**src/rtl/alu_cmd_ctrl.sv**
```systemverilog
// UART-to-ALU command sequencer: parses CC/DD frames, fires one ALU_EN pulse,
// waits (bounded) for the result and streams it back LSB-first over the TX handshake.
module alu_cmd_ctrl #(
    parameter int                    DATA_WIDTH  = 8,
    parameter int                    FUN_WIDTH   = 4,
    parameter int                    TIMEOUT     = 15,
    parameter logic [DATA_WIDTH-1:0] CMD_ALU_OP  = 8'hCC,
    parameter logic [DATA_WIDTH-1:0] CMD_ALU_NOP = 8'hDD
) (
    input  logic                    CLK,
    input  logic                    RST,
    input  logic [DATA_WIDTH-1:0]   RX_P_DATA,
    input  logic                    RX_D_VLD,
    input  logic [2*DATA_WIDTH-1:0] ALU_OUT,
    input  logic                    OUT_VALID,
    input  logic                    TX_READY,
    output logic [DATA_WIDTH-1:0]   OP_A,
    output logic [DATA_WIDTH-1:0]   OP_B,
    output logic [FUN_WIDTH-1:0]    ALU_FUN,
    output logic                    ALU_EN,
    output logic [DATA_WIDTH-1:0]   TX_P_DATA,
    output logic                    TX_D_VLD,
    output logic                    ERR
);

    localparam int CNT_W = $clog2(TIMEOUT + 1);

    typedef enum logic [2:0] {
        S_IDLE, S_GET_A, S_GET_B, S_GET_FUN, S_RUN, S_WAIT_RES, S_TX_LSB, S_TX_MSB
    } state_t;

    state_t                    r_state, w_state_nxt;
    logic [DATA_WIDTH-1:0]     r_op_a, w_op_a_nxt;
    logic [DATA_WIDTH-1:0]     r_op_b, w_op_b_nxt;
    logic [FUN_WIDTH-1:0]      r_fun, w_fun_nxt;
    logic                      r_alu_en, w_alu_en_nxt;
    logic [DATA_WIDTH-1:0]     r_tx_data, w_tx_data_nxt;
    logic                      r_tx_vld, w_tx_vld_nxt;
    logic                      r_err, w_err_nxt;
    logic [2*DATA_WIDTH-1:0]   r_result, w_result_nxt;
    logic [CNT_W-1:0]          r_cnt, w_cnt_nxt;

    logic w_tx_acc;
    logic w_timeout;
    logic w_rx_drop;

    assign w_tx_acc  = r_tx_vld && TX_READY;
    assign w_timeout = (r_state == S_WAIT_RES) && (r_cnt == CNT_W'(TIMEOUT - 1));
    assign w_rx_drop = RX_D_VLD && ((r_state == S_RUN) || (r_state == S_WAIT_RES) ||
                                    (r_state == S_TX_LSB) || (r_state == S_TX_MSB));

    always_ff @(posedge CLK or posedge RST) begin
        if (RST) r_state <= S_IDLE;
        else     r_state <= w_state_nxt;
    end

    always_comb begin
        w_state_nxt = r_state;
        case (r_state)
            S_IDLE: begin
                if (RX_D_VLD && (RX_P_DATA == CMD_ALU_OP))       w_state_nxt = S_GET_A;
                else if (RX_D_VLD && (RX_P_DATA == CMD_ALU_NOP)) w_state_nxt = S_GET_FUN;
            end
            S_GET_A:    if (RX_D_VLD) w_state_nxt = S_GET_B;
            S_GET_B:    if (RX_D_VLD) w_state_nxt = S_GET_FUN;
            S_GET_FUN:  if (RX_D_VLD) w_state_nxt = S_RUN;
            S_RUN:      w_state_nxt = S_WAIT_RES;
            // A result arriving on the timeout cycle still takes priority.
            S_WAIT_RES: begin
                if (OUT_VALID)      w_state_nxt = S_TX_LSB;
                else if (w_timeout) w_state_nxt = S_IDLE;
            end
            S_TX_LSB:   if (w_tx_acc) w_state_nxt = S_TX_MSB;
            S_TX_MSB:   if (w_tx_acc) w_state_nxt = S_IDLE;
            default:    w_state_nxt = S_IDLE;
        endcase
    end

    // Next values for the output registers; all ports are driven straight from flops.
    always_comb begin
        w_op_a_nxt    = r_op_a;
        w_op_b_nxt    = r_op_b;
        w_fun_nxt     = r_fun;
        w_alu_en_nxt  = 1'b0;
        w_tx_data_nxt = r_tx_data;
        w_tx_vld_nxt  = r_tx_vld;
        w_err_nxt     = w_rx_drop;
        w_result_nxt  = r_result;
        w_cnt_nxt     = r_cnt;
        case (r_state)
            S_GET_A: if (RX_D_VLD) w_op_a_nxt = RX_P_DATA;
            S_GET_B: if (RX_D_VLD) w_op_b_nxt = RX_P_DATA;
            S_GET_FUN: begin
                if (RX_D_VLD) begin
                    w_fun_nxt    = RX_P_DATA[FUN_WIDTH-1:0];
                    w_alu_en_nxt = 1'b1;
                end
            end
            S_RUN: w_cnt_nxt = '0;
            S_WAIT_RES: begin
                w_cnt_nxt = r_cnt + 1'b1;
                if (OUT_VALID) begin
                    w_result_nxt  = ALU_OUT;
                    w_tx_data_nxt = ALU_OUT[DATA_WIDTH-1:0];
                    w_tx_vld_nxt  = 1'b1;
                end else if (w_timeout) begin
                    w_err_nxt = 1'b1;
                end
            end
            S_TX_LSB: w_tx_data_nxt = w_tx_acc ? r_result[2*DATA_WIDTH-1:DATA_WIDTH]
                                               : r_result[DATA_WIDTH-1:0];
            S_TX_MSB: if (w_tx_acc) w_tx_vld_nxt = 1'b0;
            default: ;
        endcase
    end

    always_ff @(posedge CLK or posedge RST) begin
        if (RST) begin
            r_op_a    <= '0;
            r_op_b    <= '0;
            r_fun     <= '0;
            r_alu_en  <= 1'b0;
            r_tx_data <= '0;
            r_tx_vld  <= 1'b0;
            r_err     <= 1'b0;
            r_result  <= '0;
            r_cnt     <= '0;
        end else begin
            r_op_a    <= w_op_a_nxt;
            r_op_b    <= w_op_b_nxt;
            r_fun     <= w_fun_nxt;
            r_alu_en  <= w_alu_en_nxt;
            r_tx_data <= w_tx_data_nxt;
            r_tx_vld  <= w_tx_vld_nxt;
            r_err     <= w_err_nxt;
            r_result  <= w_result_nxt;
            r_cnt     <= w_cnt_nxt;
        end
    end

    assign OP_A      = r_op_a;
    assign OP_B      = r_op_b;
    assign ALU_FUN   = r_fun;
    assign ALU_EN    = r_alu_en;
    assign TX_P_DATA = r_tx_data;
    assign TX_D_VLD  = r_tx_vld;
    assign ERR       = r_err;

endmodule

```
**config.mk**
```make
export PLATFORM = sky130hd
export DESIGN_NAME = alu_cmd_ctrl
export DESIGN_NICKNAME = d
export VERILOG_FILES = /design/src/rtl/alu_cmd_ctrl.sv
export SDC_FILE = /design/constraint.sdc
export NUM_CORES = 1
export LEC_CHECK = 0
export ABC_AREA = 1
export CORE_MARGIN = 1.5
export CORE_UTILIZATION = 49
export CTS_CLUSTER_DIAMETER = 100
export DETAILED_ROUTE_END_ITERATION = 7
export PLACE_DENSITY = 0.84
export SETUP_SLACK_MARGIN = 0.1
export SKIP_LAST_GASP = 1
export SLEW_MARGIN = 20
export SYNTH_ARGS = -nofsm -noshare
export SYNTH_HDL_FRONTEND = slang
export SYNTH_SLANG_ARGS = --single-unit
```
**constraint.sdc**
```tcl
create_clock -name CLK -period 1.7 [get_ports CLK]
set_input_delay 0.255 -clock CLK [delete_from_list [all_inputs] [get_ports CLK]]
set_output_delay 0.255 -clock CLK [all_outputs]
set_load 0.05 [all_outputs]
```
==> out/summary.md, run 1 <==
The count of state elements after synthesis is 54. In this run the number of H-tree levels came out at 2. In this run the worst path has a maximum fanout of 5. After layout, the design draws a total of 5832 uW. Total nets after synthesis: 304.

The critical path starts at r_cnt[0]. For the layout net count, the log shows 367. For the number of global-route vias before repair, the log shows 1853. The placeable core region is 0.004692 mm^2, and the largest net degree at the start of global routing is 55. Setup slack closes at 0.2764 ns. For this design the total switching power over the nets is 2787 uW. CTS root buffer: clkbuf_8. Buffers inserted during clock tree synthesis total 5.

The net switching share of the total power works out to 47.78%. Setup repair after global routing left no endpoint under its margin. The end-of-flow core utilization came out at 64.85%. The fraction of final layout cells with drive strength greater than 1 was 17.86%. For the count of placed standard cells including taps, the log shows 383. Dividing the detail-routed wire length by the instance count gives 12.54 um.

In this run the critical register-to-register path is launched from r_cnt[0]. Class of the tightest hold or removal check: in -> async. The most used flip-flop cell after synthesis is dfrtp_1.

Synthesis produced a netlist whose cell count is 273. Aggregate global routing overflow: 0. The slowest stage of the critical path is the dfrtp_1 cell. Per report_power, the clock group accounts for 11.7% of the total. At the pin with the least slew margin, the transition time is 0.2893 ns. For the worst setup path, the data arrival time is 1.61 ns.

Clock skew on the completed layout was measured at 0.006749 ns. The maximum root-to-sink buffer count was 2. The count of final hold-check violations came out at 0. The worst setup path is launched from a flop. The post-detailed-route count of antenna-violating nets was 0; the clock input transition at the sequential cells of the worst setup and hold paths was 0.09 ns. For this run, design rule violations remaining after detail routing come to 0. The final period demand of the worst path is 1.424 ns, and the final total negative setup slack is 0 ns.

Detailed placement ended at an HPWL of 3587 um. First-pass GRT wire length: 8128 um. The run gives 54 as the number of clock sinks. The antenna diode count is 0, and the quantity of I/O buffers inserted on ports is 59. In this design, the stage delay of the slowest critical-path cell is 0.43 ns.

Post-synthesis cell type count: 26. Critical path endpoint category: a flop. Internal power: 3045 uW. Of all flip-flops after synthesis, the portion carrying an async set or reset was 100.0%.

The post-synthesis average cell area was 8.735 um^2. The signal on the critical path passes through inv_1 > ha_1 > nand2_1 > nor2_1 > nor2_1 > nor2_2 > nand2_1 > nand2_1 > nand2_1. In this run the static leakage power is 0.001529 uW. The clock reaches the later pin of the worst-skew pair after 0.30 ns. The initial utilization of the core area, before any placement, comes to 50.83%. For this block, the via count after detailed routing is 1964.

Compared with the post-synthesis result, the final layout area differs by 27.60%. For the total I/O pin count, the log shows 60. The count of routing violations after the opening detailed-route iteration is 133, and the die extent in x is 72.77 um. The cell family contributing the most delay on the critical path is simple AND/OR/NAND/NOR gates. By startpoint and endpoint, the worst setup path is classified as reg -> reg. The run gives 0 as the count of maximum capacitance violations. The run gives 390 as the count of non-filler cells in the finished layout. The first detailed-routing pass ran for 4 iterations. The max-slew violation total from the final report is 0. The flow ran to the end, and the final reports show no timing, DRC or antenna violations. Share of total power in combinational logic: 50.3%. Setup violations remaining at the end of the flow were counted as 0. The cell type with the highest occurrence count on the critical path is nand2_1. Routability-driven placement finished with a final weighted congestion of 0.8892.

The mapped netlist covers 0.002385 mm^2. The run gives 0 as the initial antenna violation count. Measured against its own limit, the worst slew margin works out to 80.69%. The share of total power dissipated in sequential elements is 38.1%. In the routed layout, each cell is associated on average with a via count of 5.036.

The number of buffers and inverters on the critical path is 1, and the total power divided by cell area is 1917 mW/mm^2. The number of synthesized flops with an enable pin came out at 0. Static timing analysis puts the maximum clock frequency at 702.4 MHz. The area of the die is 0.005295 mm^2, and the vertical extent of the die is 72.77 um.

For this run, the number of Yosys warnings is 0. The total routing resource utilization after global routing came out at 19.94%. Sequential cells were found to cover 56.66% of the synthesized design area. Of the available clock period, the critical path in the final layout requires 83.74%. The maximum resistive drop on vdd came out at 695.5 uV. OpenSTA, run right after detailed placement, puts the worst setup slack at 0.1221 ns. The final wirelength is 4889 um. TritonCTS built the clock tree.

The required arrival time at the worst endpoint was 1.89 ns; the floorplan row count was 25.
## path summary, 6_finish.rpt
kind                            cells past startpoint           end  slack (ns)
worst max register to register                      9    r_state[2]        0.28
max in group asynchronous                           3    r_state[1]        1.13
worst min-delay path                                3  r_result[11]        0.32
min in group CLK                                    2   r_result[5]        0.49
worst min register to register                      2   r_result[5]        0.49
worst max-delay path                                9    r_state[2]        0.28
## logic make-up after synthesis
group	share of synthesized area (%)
xor gates and xnor gates	0.3673
AOI/OAI and AO/OA	11.49
and+or+nand+nor	23.51
adders and majority gates	1.049
buffers and inverters	6.925
DFF	56.66
## timing repair
item / 4_1_cts / 5_1_grt
hold buffers: 0 / 0
gates resized for setup: 0 / 3
endpoints found under the setup margin: 0 / 8
buffers inserted: 0 / 0
## cell type report
class                           count  area (um^2)
Clock buffer                        6        72.57
Clock inverter                      1        7.507
Fill cell                         396         1649
Inverter                           31        117.6
Multi-Input combinational cell    181        868.3
Sequential cell                    54         1354
Tap cell                           54        67.56
Timing Repair Buffer               63        555.5
## state kept, by name (all words and copies together), names as in the netlist
| signal | cells |
|---|---|
| r_state | 3 |
| OP_A | 8 |
| OP_B | 8 |
| TX_D_VLD | 1 |
| ALU_EN | 1 |
| ERR | 1 |
| TX_P_DATA | 8 |
| r_result | 16 |
| r_cnt | 4 |
| ALU_FUN | 4 |
## Yosys cell counts, drive strengths merged (2+ instances only)
library cell	instances	area share [%]
dfrtp	54	57
ha	2	1.0
inv	30	4.7
nor2	14	2.6
buf	6	1.9
o211ai	8	2.5
nand3	24	5.5
nand2	93	15
nor3	2	0.42
o21ai	33	8.2
## cells in the final DEF (no fill, tap or decap), types with 2 or more instances in the layout
cell             instances
clkbuf_8                 5
dfrtp_1                 52
nand3_1                 22
nor3_1                   2
inv_1                   26
nor2_1                  12
nand3_2                  2
o21ai_0                 24
dfrtp_2                  2
o21ai_2                  8
nand2_1                 92
o211ai_1                 8
ha_1                     2
inv_2                    3
buf_4                   34
clkdlybuf4s50_1         28
## layer usage
layer  vias up  part of all wire [%]  track usage, %
met1       916                    45           25.79
met2        39                    49           32.82
met5         -                     0               0
li1       1002                     -               -
met4         0                   1.8           8.805
met3         7                   3.8           3.591
## power by group through the flow
| stage | Sequential, uW | Combinational, uW | Clock [uW] |
|---|---|---|---|
| 2_1_floorplan | 3250 | 1040 | 0 |
| 6_report | 2220 | 2930 | 682 |
| 3_3_place_gp | 2220 | 2880 | 0 |
| 4_1_cts | 2220 | 2960 | 687 |
| 3_5_place_dp | 2240 | 2940 | 0 |
| 5_1_grt | 2290 | 3180 | 745 |
## worst register-to-register path: stages (launching register included)
cell     delay (ns)
dfrtp_1        0.43
inv_1          0.07
ha_1           0.13
nand2_1        0.05
nor2_1         0.13
nor2_1         0.07
nor2_2         0.16
nand2_1        0.12
nand2_1        0.09
nand2_1        0.06
## per-stage QoR
| stage | instance area (um^2) | hold WS, ns |
|---|---|---|
| CTS | 3039 | 0.3305 |
| detailed placement | 2959 | 0.4653 |
| finish | 3043 | 0.3162 |
| global placement | 2959 | 0.4622 |
| floorplan | 2385 | 0.3760 |
| global route | 3043 | 0.3477 |
Note: power is estimated with default switching activity, not from simulation.
==> run 2, diff against run 1 <==
--- a/config.mk
+++ b/config.mk
@@ -7,10 +7,10 @@
 export LEC_CHECK = 0
 export ABC_AREA = 1
 export CORE_MARGIN = 1.5
-export CORE_UTILIZATION = 49
+export CORE_UTILIZATION = 44
 export CTS_CLUSTER_DIAMETER = 100
 export DETAILED_ROUTE_END_ITERATION = 7
-export PLACE_DENSITY = 0.84
+export PLACE_DENSITY = 0.8
 export SETUP_SLACK_MARGIN = 0.1
 export SKIP_LAST_GASP = 1
 export SLEW_MARGIN = 20
==> constraint.sdc (replaced) <==
create_clock -name CLK -period 1.3 [get_ports CLK]
set_input_delay 0.195 -clock CLK [delete_from_list [all_inputs] [get_ports CLK]]
set_output_delay 0.195 -clock CLK [all_outputs]
set_load 0.05 [all_outputs]
==> out/summary.md, run 2 (synthesis results as in run 1) <==
The vertical extent of the die was 76.62 um (+5.3%). For the area of the multi-input gates, the log shows 0.001135 mm^2 (+31%). The top cell types in the final layout, fill and taps aside, are 62 x nand2_1, 51 x dfrtp_1, 36 x buf_12, 28 x clkdlybuf4s50_1, 23 x inv_1. The destination of the worst register-to-register timing path is r_state[0].

The total power divided by cell area was 2640 mW/mm^2 (+38%); the count of non-filler cells in the finished layout was 432 (+11%). Worst slack at placement: -0.2405 ns (-0.3626 ns). The worst setup path startpoint was RX_D_VLD. More flip-flops sit in one register than any other, and that register is r_result.

The logs give 0.01108 ns (+0.004326 ns) for the final setup skew and 57.3% (+7.0 points) for the share of total power in combinational logic. The part of the total power dissipated in the clock network came out at 12.8% (+1.1 points). The net switching power figure is 4760 uW (+71%). The run gives 26 (+4.0%) as the floorplan row count. Relative to the synthesized area, the layout overhead comes to 72.14%. The logs give 392 (+6.8%) for the layout net count and 0 (unchanged) for the DRC violations left.

Reg-to-reg startpoint: r_state[2]. The ratio of routed vias to standard cells was 5.509 (+9.4%). Setup repair after global routing could not meet its margin everywhere. Die extent in x: 76.62 um (+5.3%). The logs give -0.1499 ns (-0.4262 ns) for the setup slack of the critical path after layout and 79.37% (+15 points) for the end-of-flow core utilization. For the worst hold slack after final layout, the log shows 0.2829 ns (-0.03327 ns). Clock tree synthesis selected as its root buffer the cell clkbuf_8.

For the count of routing violations after the opening detailed-route iteration, the log shows 177 (+33%). The critical-path maximum fanout works out to 16 (+11). Maximum root-to-sink buffer count: 2 (unchanged). The startpoint class of the critical path was an input port.

The checks that failed: negative setup slack. The logs give 0.9101 (+2.4%) for the weighted congestion reported at the end of routability-driven placement and 81.08% (+0.39 points) for the worst-case headroom to the max-slew limit. The tools report the aggregate global routing overflow as 0 (unchanged). For the H-tree depth, the log shows 2 (unchanged).

The post-detailed-route count of antenna-violating nets is 0 (unchanged). Leaving out fill and tap cells, the most frequent cell in the layout is nand2_1. The static leakage power was 0.001930 uW (+26%). Class of the tightest hold or removal check: in -> async. TritonCTS built the clock tree. The placeable core region was 0.005172 mm^2 (+10%); the slew of the pin with the lowest slew margin was 0.2827 ns (-0.006594 ns).

The run gives 0.003497 mm^2 (+18%) as the placed cell area. The initial antenna violation count was 0 (unchanged). For the part of the total power dissipated in sequential elements, the log shows 29.8% (-8.3 points). The run gives 5 (unchanged) as the clock buffer count from CTS. The tools report the largest net degree at the start of global routing as 30 (-45%). The logs give -0.11 ns (-0.39 ns) for the reg2reg setup slack and 0.32 ns (+0.02 ns) for the clock network latency to the later pin of the worst-skew pair. For the critical path data arrival time, the log shows 1.66 ns (+0.05 ns). The number of buffers added to fix hold violations after cts was 0 (unchanged); the clock input transition at the sequential cells of the worst setup and hold paths was 0.10 ns (about the same).

The run gives 60 (unchanged) as the total I/O pin count. The logs give 0.001355 mm^2 (about the same) for the sequential cell area in the final layout and 16 (+16) for the setup-violating endpoint count in the final report. The period utilization was 111.5%. The critical path endpoint category was a flop. The number of global-route vias before repair was 2311 (+25%); the quantity of I/O buffers inserted on ports was 59 (unchanged). Number of clock sinks: 54 (unchanged). Routed length per placed instance: 18.65 um (+49%). The logs give 10240 um (+26%) for the first-pass GRT wire length and 5 (+1) for the number of iterations in the first detailed-routing pass.

The starting utilization of the core area was 46.11% (-4.7 points). The count of filler cells inserted in the layout came out at 257 (-35%). The count of final hold-check violations came out at 0 (unchanged). The logs give 8057 um (+65%) for the final wirelength and 0 (unchanged) for the count of maximum capacitance violations. The flip-flop count of the largest register after layout came out at 16 (unchanged). The logs give 6079 uW (+100%) for the internal power and 410 (+7.0%) for the count of placed standard cells including taps.

For the required arrival time at the worst endpoint, the log shows 1.51 ns (-0.38 ns). Subtracting the final worst setup slack from the clock period gives 1.450 ns. The net switching share of the total power was 43.92% (-3.9 points); the total via count in the routed design was 2380 (+21%).

The logs give 0 (unchanged) for the antenna diode count and 1362 uV (+96%) for the maximum resistive drop on vdd. The setup path with the least slack is of type in -> reg. The total routing resource utilization after global routing is 22.05% (+2.1 points).

The detailed-placement wirelength estimate came out at 4110 um (+15%). The worst reg2reg path depth came out at 6 (-3). The tools report the total non-filler cell area in the finished layout as 0.004105 mm^2 (+35%).

The run gives 0 (unchanged) as the max-slew violation total from the final report. The highest attainable clock frequency was 689.7 MHz. The flow ran to the end, but the final reports show violations. The fraction of final layout cells with drive strength greater than 1 works out to 40.06% (+22 points). For the area of the die, the log shows 0.005871 mm^2 (+11%).
[run 2: cell types whose count changed in the layout (fill, tap and decap cells not counted), moves of 10 or more]
cell / delta
nand2_4: +12
nand2_1: -30
nand3_1: -10
nand2_2: +18
buf_4: -19
buf_12: +35
[run 2: critical path: stages]
cell	delay (ns)
clkdlybuf4s50_1	0.52
inv_1	0.14
nor2_1	0.25
nand2_1	0.18
buf_12	0.19
nand2_1	0.11
o21ai_2	0.06
[run 2: cell type report]
class / instances / share of cell area [%]
Sequential cell: 54 / 33.01
Timing Repair Buffer: 88 / 30.33
Multi-Input combinational cell: 181 / 27.64
Inverter: 31 / 3.414
Tap cell: 70 / 2.133
Clock buffer: 6 / 2.012
Clock inverter: 2 / 1.463
[run 2: power by group through the flow]
stage / Clock, uW / Combinational [uW] / Sequential, uW
finish: 1390 / 6220 / 3230
global route: 1460 / 6530 / 3290
CTS: 1360 / 5450 / 3100
detailed placement: 0 / 5120 / 3100
global placement: 0 / 4980 / 3070
floorplan: 0 / 1390 / 4260
[run 2: how the worst max path moves through the flow]
stage | end | cells after the start
after floorplan | TX_P_DATA[0] | 5
after global routing | r_state[0] | 8
after global placement | r_state[2] | 8
final | OP_B[4] | 7
after detailed placement | r_state[2] | 8
after CTS | r_state[2] | 9
[run 2: what timing repair did]
action | CTS | global route
cloned | 1 | 1
buffers inserted | 9 | 4
hold endpoints to repair | 0 | 0
pin swaps | 13 | 14
resized for setup | 28 | 72
setup endpoints to repair | 32 | 53
[run 2: through the flow]
step           power (uW)  setup TNS (ns)
5_1_grt             11290          -3.526
6_report            10840          -1.280
2_1_floorplan        5649               0
3_5_place_dp         8223          -4.938
4_1_cts              9909               0
3_3_place_gp         8055          -3.027
[run 2: routing by layer]
layer	vias up	track usage [%]	wire (um)
li1	1054	-	-
met1	1146	27.30	2996
met2	145	37.77	4163
met3	35	5.030	550
met4	0	7.778	347
met5	-	0	0
